<file path="config.mk">
export PLATFORM = sky130hd
export DESIGN_NAME = flappy_game_ctrl
export DESIGN_NICKNAME = d
export VERILOG_FILES = /design/src/rtl/flappy_game_ctrl.sv
export SDC_FILE = /design/constraint.sdc
export NUM_CORES = 1
export LEC_CHECK = 0
export ABC_AREA = 1
export CORE_AREA = 2 2 83 85
export CTS_CLUSTER_DIAMETER = 100
export CTS_CLUSTER_SIZE = 16
export DETAILED_ROUTE_END_ITERATION = 8
export DIE_AREA = 0 0 85 87
export GPL_TIMING_DRIVEN = 0
export PLACE_DENSITY = 0.81
export REMOVE_ABC_BUFFERS = 1
export SYNTH_ARGS = -nofsm -noshare
export SYNTH_HDL_FRONTEND = slang
export SYNTH_SLANG_ARGS = --single-unit
</file>
<file path="constraint.sdc">
create_clock -name clk -period 4.45 [get_ports clk]
set_clock_uncertainty 0.1 [all_clocks]
set_input_delay 0.89 -clock clk [delete_from_list [all_inputs] [get_ports clk]]
set_output_delay 0.89 -clock clk [all_outputs]
set_load 0.01 [all_outputs]
</file>
<file path="src/rtl/flappy_game_ctrl.sv">
// Flappy Bird game sequencer: IDLE/PLAY/DYING/OVER FSM, per-frame bird physics, BCD score.
// Optional high-score register is enabled by defining FLAPPY_HISCORE_EN.
module flappy_game_ctrl #(
  parameter int BIRD_Y_INIT = 240,
  parameter int Y_MAX       = 464,
  parameter int FLAP_VEL    = 7,
  parameter int GRAVITY     = 1,
  parameter int VEL_MAX     = 8
) (
  input  logic        clk,
  input  logic        clr,
  input  logic        frame_tick,
  input  logic        flap_btn,
  input  logic        collide,
  input  logic        pipe_passed,
  output logic [1:0]  state,
  output logic [9:0]  bird_y,
  output logic        scroll_en,
  output logic [15:0] score_bcd,
  output logic [15:0] hiscore_bcd
);

  typedef enum logic [1:0] {
    S_IDLE  = 2'd0,
    S_PLAY  = 2'd1,
    S_DYING = 2'd2,
    S_OVER  = 2'd3
  } state_t;

  localparam logic signed [5:0] LP_VEL_FLAP = 6'(-FLAP_VEL);

  state_t            r_state, w_state_nxt;
  logic [9:0]        r_bird_y, w_bird_y_nxt;
  logic signed [5:0] r_vel, w_vel_nxt;
  logic [15:0]       r_score, w_score_nxt;
  logic              r_scroll_en;
  logic              r_btn_q, r_btn_q2;
  logic              r_flap_pend, w_flap_pend_nxt;
  logic              w_flap_edge;

  // Velocity plus gravity, limited to terminal downward speed.
  function automatic logic signed [5:0] f_grav(input logic signed [5:0] v);
    logic signed [6:0] s;
    s = {v[5], v} + 7'(GRAVITY);
    return (s > $signed(7'(VEL_MAX))) ? 6'(VEL_MAX) : s[5:0];
  endfunction

  function automatic logic [9:0] f_clamp(input logic [9:0] y, input logic signed [5:0] v);
    logic [10:0] s;
    s = {1'b0, y} + {{5{v[5]}}, v};
    if (s[10])                     return 10'd0;
    else if (s[9:0] > 10'(Y_MAX))  return 10'(Y_MAX);
    else                           return s[9:0];
  endfunction

  // 4-digit BCD increment that sticks at 9999.
  function automatic logic [15:0] f_bcd_inc(input logic [15:0] s);
    logic [15:0] r;
    logic        c;
    r = s;
    c = 1'b1;
    if (s == 16'h9999) return s;
    for (int i = 0; i < 4; i++) begin
      if (c) begin
        if (r[i*4 +: 4] == 4'd9) begin
          r[i*4 +: 4] = 4'd0;
        end else begin
          r[i*4 +: 4] = r[i*4 +: 4] + 4'd1;
          c = 1'b0;
        end
      end
    end
    return r;
  endfunction

  assign w_flap_edge = r_btn_q & ~r_btn_q2;

  // NOTE: every comb output gets a default first so no path can infer a latch.
  always_comb begin
    w_state_nxt     = r_state;
    w_bird_y_nxt    = r_bird_y;
    w_vel_nxt       = r_vel;
    w_score_nxt     = r_score;
    w_flap_pend_nxt = r_flap_pend | w_flap_edge;
    case (r_state)
      S_IDLE: begin
        w_bird_y_nxt = 10'(BIRD_Y_INIT);
        w_vel_nxt    = '0;
        if (w_flap_edge) begin
          w_score_nxt = '0;
          w_vel_nxt   = LP_VEL_FLAP;
          w_state_nxt = S_PLAY;
        end
      end
      S_PLAY: begin
        if (pipe_passed) w_score_nxt = f_bcd_inc(r_score);
        if (frame_tick) begin
          // An edge landing on the consuming tick only survives if an older flap was used.
          if (r_flap_pend | w_flap_edge) begin
            w_vel_nxt       = LP_VEL_FLAP;
            w_flap_pend_nxt = r_flap_pend & w_flap_edge;
          end else begin
            w_vel_nxt = f_grav(r_vel);
          end
          w_bird_y_nxt = f_clamp(r_bird_y, w_vel_nxt);
          if (collide || w_bird_y_nxt == 10'(Y_MAX)) w_state_nxt = S_DYING;
        end
      end
      S_DYING: begin
        w_flap_pend_nxt = 1'b0;
        if (frame_tick) begin
          w_vel_nxt    = f_grav(r_vel[5] ? 6'sd0 : r_vel);
          w_bird_y_nxt = f_clamp(r_bird_y, w_vel_nxt);
          if (w_bird_y_nxt == 10'(Y_MAX)) w_state_nxt = S_OVER;
        end
      end
      S_OVER: begin
        if (w_flap_edge) begin
          w_state_nxt  = S_IDLE;
          w_bird_y_nxt = 10'(BIRD_Y_INIT);
          w_vel_nxt    = '0;
        end
      end
      default: w_state_nxt = S_IDLE;
    endcase
  end

  // NOTE: state registers use non-blocking assignments so all of them see pre-edge values.
  always_ff @(posedge clk) begin
    if (!clr) begin
      r_state     <= S_IDLE;
      r_bird_y    <= 10'(BIRD_Y_INIT);
      r_vel       <= '0;
      r_score     <= '0;
      r_scroll_en <= 1'b0;
      r_btn_q     <= 1'b1;
      r_btn_q2    <= 1'b1;
      r_flap_pend <= 1'b0;
    end else begin
      r_state     <= w_state_nxt;
      r_bird_y    <= w_bird_y_nxt;
      r_vel       <= w_vel_nxt;
      r_score     <= w_score_nxt;
      r_scroll_en <= (w_state_nxt == S_PLAY);
      r_btn_q     <= flap_btn;
      r_btn_q2    <= r_btn_q;
      r_flap_pend <= w_flap_pend_nxt;
    end
  end

`ifdef FLAPPY_HISCORE_EN
  logic [15:0] r_hiscore;

  // Binary compare of valid BCD words orders them the same as an MSD-first digit compare.
  always_ff @(posedge clk) begin
    if (!clr)                                         r_hiscore <= '0;
    else if (r_state == S_OVER && r_score > r_hiscore) r_hiscore <= r_score;
  end

  assign hiscore_bcd = r_hiscore;
`else
  assign hiscore_bcd = 16'h0000;
`endif

  assign state     = r_state;
  assign bird_y    = r_bird_y;
  assign scroll_en = r_scroll_en;
  assign score_bcd = r_score;

endmodule
</file>
### Yosys cells after proc, flatten, opt, wreduce, memory -nomap -nowiden

Cells that the tools add are included.

* output and inout port bits: 45
* register bits: 38
* bits of input ports: 6
* logic and storage cells: 116

* equality and inequality tests: 20
* add/subtract/negate cells: 8
* reduce and logical (&&, ||, !) cells: 8
* bitwise logic cells: 4
* $lt $le $gt $ge: 4
* muxes and demuxes: 61

Operators by type and width (number)
* 10-bit two-way mux: 11
* 6-bit two-way mux: 9
* 16-bit two-way mux: 3
* 10-bit case mux with 4 select lines: 1
* 16-bit case mux with 2 select lines: 1
* 4-bit two-way mux: 7
* 6-bit case mux with 4 select lines: 1
* 10-bit by 11-bit adder with 11-bit output: 2
* 10-bit by 9-bit equality test with 1-bit output (second input constant): 2
* 10-bit by 9-bit > comparator with 1-bit output (second input constant): 2
* 1-bit two-way mux: 19
* 4-bit by 1-bit adder with 4-bit output (second input constant): 4
* 16-bit equality test (second input constant): 1
* 4-bit equality test (second input constant): 4
* 5-bit AND reduction: 3
* 2-bit two-way mux: 6
* 3-bit != test (second input constant): 4
* 2-bit != test (second input constant): 5
* 2-bit case mux with 4 select lines: 1
* 6-bit by 2-bit adder with 7-bit output (second input constant): 1
* 7-bit by 5-bit > comparator with 1-bit output (second input constant): 1
* 5-bit by 1-bit adder with 6-bit output (second input constant): 1
* 6-bit by 4-bit > comparator with 1-bit output (second input constant): 1
* 5-bit two-way mux: 1
* 11 further kinds: 14

### Longest topological paths before layout

Gate-level depths: netlist of run 1.

* word-level depth: 19
* mapped depth: 32
* gate-level depth less buffers: 32

### Least setup slack after synthesis of run 1

OpenSTA, ideal clock, no wires.

* path type: register -> register
* start point: register r_vel[0]
* end point: register r_scroll_en (netlist: scroll_en)
* setup slack: 0.750 ns
* setup time: 0.112 ns
* stages on the path, launching flop included: 28
* data required time: 4.238 ns
* period minus slack after synthesis: 3.700 ns
* buffers on the path: 0
* arrival: 3.488 ns
* cells stage by stage: dfxtp_1 > inv_1 > nor2_1 > ha_1 > inv_1 > nor2_1 > inv_1 > o311ai_0 > nand2_1 > nor2_1 > ha_1 > a21oi_1 > o21ai_0 > a21oi_1 > o21ai_0 > nand2_1 > nand2_1 > a21oi_1 > xor2_1 > nand2_1 > inv_1 > nand2_1 > nand4_1 > o21ai_0 > a21oi_1 > nand2_1 > nand2_1 > nor2_1

* longest elaborated chain between the ends: 18
* elaborated cells between the ends (all ways): 31
* those cells by class: add/sub (4); order compare (4); eq/ne (3); mux (19); reduce/logical (1)

Ends and longest elaborated chain
* start, declared: RTL line 34 `logic signed [5:0] r_vel, w_vel_nxt;`
* start signal, assigned: RTL line 142 `r_vel <= w_vel_nxt;`
* 6-bit by 2-bit adder with 7-bit output: RTL line 44 `s = {v[5], v} + 7'(GRAVITY);`
* 7-bit by 5-bit > comparator with 1-bit output: RTL line 45 `return (s > $signed(7'(VEL_MAX))) ? 6'(VEL_MAX) : s[5:0];`
* 6-bit two-way mux: RTL line 45
* 6-bit two-way mux: RTL line 99 `if (r_flap_pend | w_flap_edge) begin`
* 6-bit two-way mux: RTL line 97 `if (frame_tick) begin`
* 6-bit two-way mux: RTL line 85 `case (r_state)`
* 10-bit by 11-bit adder with 11-bit output: RTL line 50 `s = {1'b0, y} + {{5{v[5]}}, v};`
* 10-bit by 9-bit > comparator with 1-bit output: RTL line 52 `else if (s[9:0] > 10'(Y_MAX)) return 10'(Y_MAX);`
* (+2 left out)
* 10-bit two-way mux: RTL line 97
* 10-bit two-way mux: RTL line 85
* 10-bit by 9-bit equality test with 1-bit output: RTL line 106 `if (collide || w_bird_y_nxt == 10'(Y_MAX)) w_state_nxt = S_DYING;`
* 1-bit logical OR: RTL line 106
* 2-bit two-way mux: RTL line 106
* 2-bit two-way mux: RTL line 97
* 2-bit case mux with 4 select lines *: RTL line 85
* 2-bit by 1-bit equality test with 1-bit output *: RTL line 144 `r_scroll_en <= (w_state_nxt == S_PLAY);`
* end signal, assigned: RTL line 144
* end, declared: RTL line 36 `logic r_scroll_en;`

Mark *: on every way between the ends. The rest lies on a longest branch, timed or not. The select of a mux whose other input is x is not followed.
A chain may end at the register's enable or synchronous reset.

### Worst setup path after layout of run 1

Same ends and word-level chain as after synthesis.

==> key figures, run 1 <==
Run status
  • Status: finished, final reports clean

Cells and area
  • P&R area growth vs syn: 14.5%
  • Design area: 4000 µm²
  • # diodes: 0
  • Layout cell share with drive strength beyond 1: 8.85%
  • Nets: 619

Routing
  • Via count: 3,522
  • Post-detailed-route wirelength per cell: 12.9 µm
  • Post-route ant nets: 0
  • Metal3 WL: 405 µm
  • Top routing layer in use: met4
  • DRT met1 WL: 3.79 mm
  • Routed WL: 8.48 mm
  • Met2 WL: 4.13 mm
  • DR iter-0 viols: 238
  • DR vias/cell: 5.37
  • TritonRoute pass-1 iters: 5
  • # DRC: 0

Die
  • Die ar.: 7400 µm²
  • Initial core utilization: 53.2%
  • Die X: 85 µm
  • Die Height: 87 µm
  • # rows: 30
  • Core ar.: 6570 µm²
  • I/O pin count: 51

Timing
  • Final period util: 92.7%
  • Worst-Margin Slew: 769 ps
  • Final setup viols: 0
  • Worst Slack Setup Final: 326 ps
  • Max Freq: 242 MHz
  • Max Transition Viols Final: 0
  • Setup TNS: 0 ps
  • Minimum hold slack: 324 ps
  • Tmin final: 4120 ps
  • Final hold vios: 0
  • Slew Limit Headroom: 48.7%

Power
  • Leak: 1.84 nW
  • Total power: 1.32 mW
  • Power Dens Cells: 329 nW/µm²
  • Maximum vdd ir drop: 221 µV

Yosys
  • Syn avg cell area: 6.51 µm²
  • Count of different cell masters after synthesis: 42
  • Sequential area share after synthesis: 21.8%
  • Seq cells post-synth: 38
  • YS warnings: 0
  • Synth Instances: 537
  • Post-Syn Area: 3500 µm²

Clocking
  • Sink Count: 38
  • Later-pin clock latency in the skew report: 280 ps
  • Root Buffer: clkbuf_8
  • Clk pin slew, worst setup/hold paths: 80 ps
  • Cts hold-fix bufs: 0
  • CTS buffer count: 5
  • CTS tree: built
  • H-tree depth: 2
  • CTS Buffer Depth: 2

Hold path
  • Hold path start: r_btn_q
  • Min-delay worst type: flop to flop
  • Hold Path End: r_btn_q2
  • Hold Path Stages: 2

Flow run
  • Number of max-cap violations: 0

Placement
  • Placer Congestion: 0.896
  • Post-DP Area: 3860 µm²
  • Port bufs: 34
  • Hpwl dp: 6.53 mm
  • DP Worst Slack: 54.1 ps

Global routing
  • Antenna violations before repair: 0
  • GRT Total Usage: 22.9%
  • Vias in the first global route: 3,206
  • Global-route wire length before repair: 14.1 mm
  • Largest net degree at the start of global routing: 20
  • Overflow after GRT: 0

Worst setup path
  • Data required, critical path: 4570 ps
  • Startpoint Class: flop
  • Data arrival time at the worst-slack endpoint: 4250 ps
  • Cell count of the worst reg-to-reg path: 25
  • Worst setup path startpoint: r_vel[0]
  • Worst R2R End: scroll_en
  • CP Class: flop to flop
  • FF-to-FF Start: r_vel[0]
  • Crit path max fanout: 5
  • Crit path capture type: flop
  • Flop2flop setup slack: 330 ps
==> final cells by class <==
cell class | count | area (µm²)
Clock buffer | 5 | 68.8
Clock inverter | 2 | 10.0
Fill cell | 616 | 2570
Inverter | 80 | 300
Multi-Input combinational cell | 416 | 2410
Sequential cell | 38 | 763
Tap cell | 80 | 100
Timing Repair Buffer | 35 | 348
==> logic make-up after synthesis <==
family	Yosys count	synth area share (%)
flip-flops	38	21.8
AO/OA/AOI/OAI	94	15.8
XOR/XNOR	13	3.79
other	1	0.107
buffers and inverters	104	13.0
AND/OR/NAND/NOR	250	31.9
adder cells (fa/ha/maj)	37	13.7
==> how the worst max path moves through the flow <==
| stage | slack (ps) | to | cells after the start |
|---|---|---|---|
| global route | -60 | scroll_en | 28 |
| CTS | 20 | scroll_en | 24 |
| global placement | 130 | scroll_en | 27 |
| floorplan | 750 | scroll_en | 27 |
| finish | 330 | scroll_en | 25 |
| detailed placement | 50 | scroll_en | 27 |
==> placed cells by master, fill, tap and decap left out, types with 3 or more instances in the layout <==
| cell | n |
|---|---|
| nand2_1 | 121 |
| inv_1 | 76 |
| nand3_1 | 43 |
| nor2_1 | 42 |
| a21oi_1 | 42 |
| dfxtp_1 | 36 |
| ha_1 | 34 |
| clkdlybuf4s50_1 | 34 |
| conb_1 | 22 |
| o21ai_0 | 16 |
| nand2_2 | 12 |
| xor2_1 | 7 |
| a31oi_1 | 7 |
| o21ai_1 | 5 |
| nor2_2 | 5 |
| xnor2_1 | 5 |
| nand4_1 | 5 |
| or2_2 | 5 |
| nor3_1 | 5 |
| clkbuf_8 | 5 |
| a21oi_2 | 4 |
| inv_2 | 3 |
| nand3b_1 | 3 |
| o21a_1 | 3 |
| a211o_1 | 3 |
==> synthesized netlist by cell type, drive strengths merged <==
master	count	area, µm²
nand3b	3	22.5
nor2	49	199
xor2	8	88.8
or2	5	31.3
nand3	45	235
nor3b	1	7.51
a31oi	7	43.8
o21bai	2	15.0
nand2	135	549
dfxtp	38	761
o21a	3	22.5
a221oi	2	17.5
ha	35	438
a22o	1	8.76
buf	18	131
clkbuf	6	22.5
a32o	2	20.0
a211oi	2	15.0
a211o	3	26.3
nor3	5	25.0
inv	79	297
o31ai	2	15.0
nand4	5	31.3
conb	1	3.75
xnor2	5	43.8
o21ai	23	126
o311ai	1	8.76
nor4	2	12.5
a21oi	46	234
fa	2	40.0
clkinv	1	3.75
==> power breakdown <==
group / internal (mW) / switching [mW] / leakage (nW)
Sequential: 0.373 / 0.0428 / 0.310
Combinational: 0.252 / 0.422 / 1.49
Clock: 0.105 / 0.121 / 0.0438
Total: 0.730 / 0.586 / 1.84
==> registers in the layout (all words and copies together), names as in the netlist <==
register / cells
state: 2
r_vel: 6
score_bcd: 16
r_flap_pend: 1
scroll_en: 1
bird_y: 10
r_btn_q2: 1
r_btn_q: 1
==> worst max-delay path: stages, from the launching register on <==
cell,delay (ps)
dfxtp_2,380
inv_1,120
nor2_4,120
ha_1,150
inv_1,40
nor2_1,90
inv_1,90
o21ai_1,250
o311ai_4,170
nand2_2,130
nor2_1,70
ha_1,240
fa_2,390
a21oi_2,190
nor2_1,50
o21ai_0,150
nand2_1,110
a21oi_1,150
o21bai_1,140
a21oi_1,230
nand4_1,170
o21ai_0,190
a21oi_1,80
nand2_1,90
nand2_1,60
nor2_1,100
==> stage by stage <==
stage               cells  util, %
floorplan             534        -
global placement      648     58.8
detailed placement    648     58.8
CTS                   655     60.0
global route          656     60.9
finish                656     60.9
==> what timing repair did <==
action	4_1_cts	5_1_grt
setup endpoints to repair	0	12
setup buffers	0	1
gates resized for setup	0	20
==> metal layers <==
layer / vias up / GRT usage, %
met1: 1603 / 29.9
met3: 13 / 2.56
li1: 1788 / -
met2: 118 / 40.1
met5: - / 0
met4: 0 / 6.49
Note: power is estimated with default switching activity, not from simulation.
==> run 2: changes to the inputs <==
- SLEW_MARGIN: unset -> 25
==> results of run 2 <==
Final layout, timing and power as in run 1 (identical DEF).
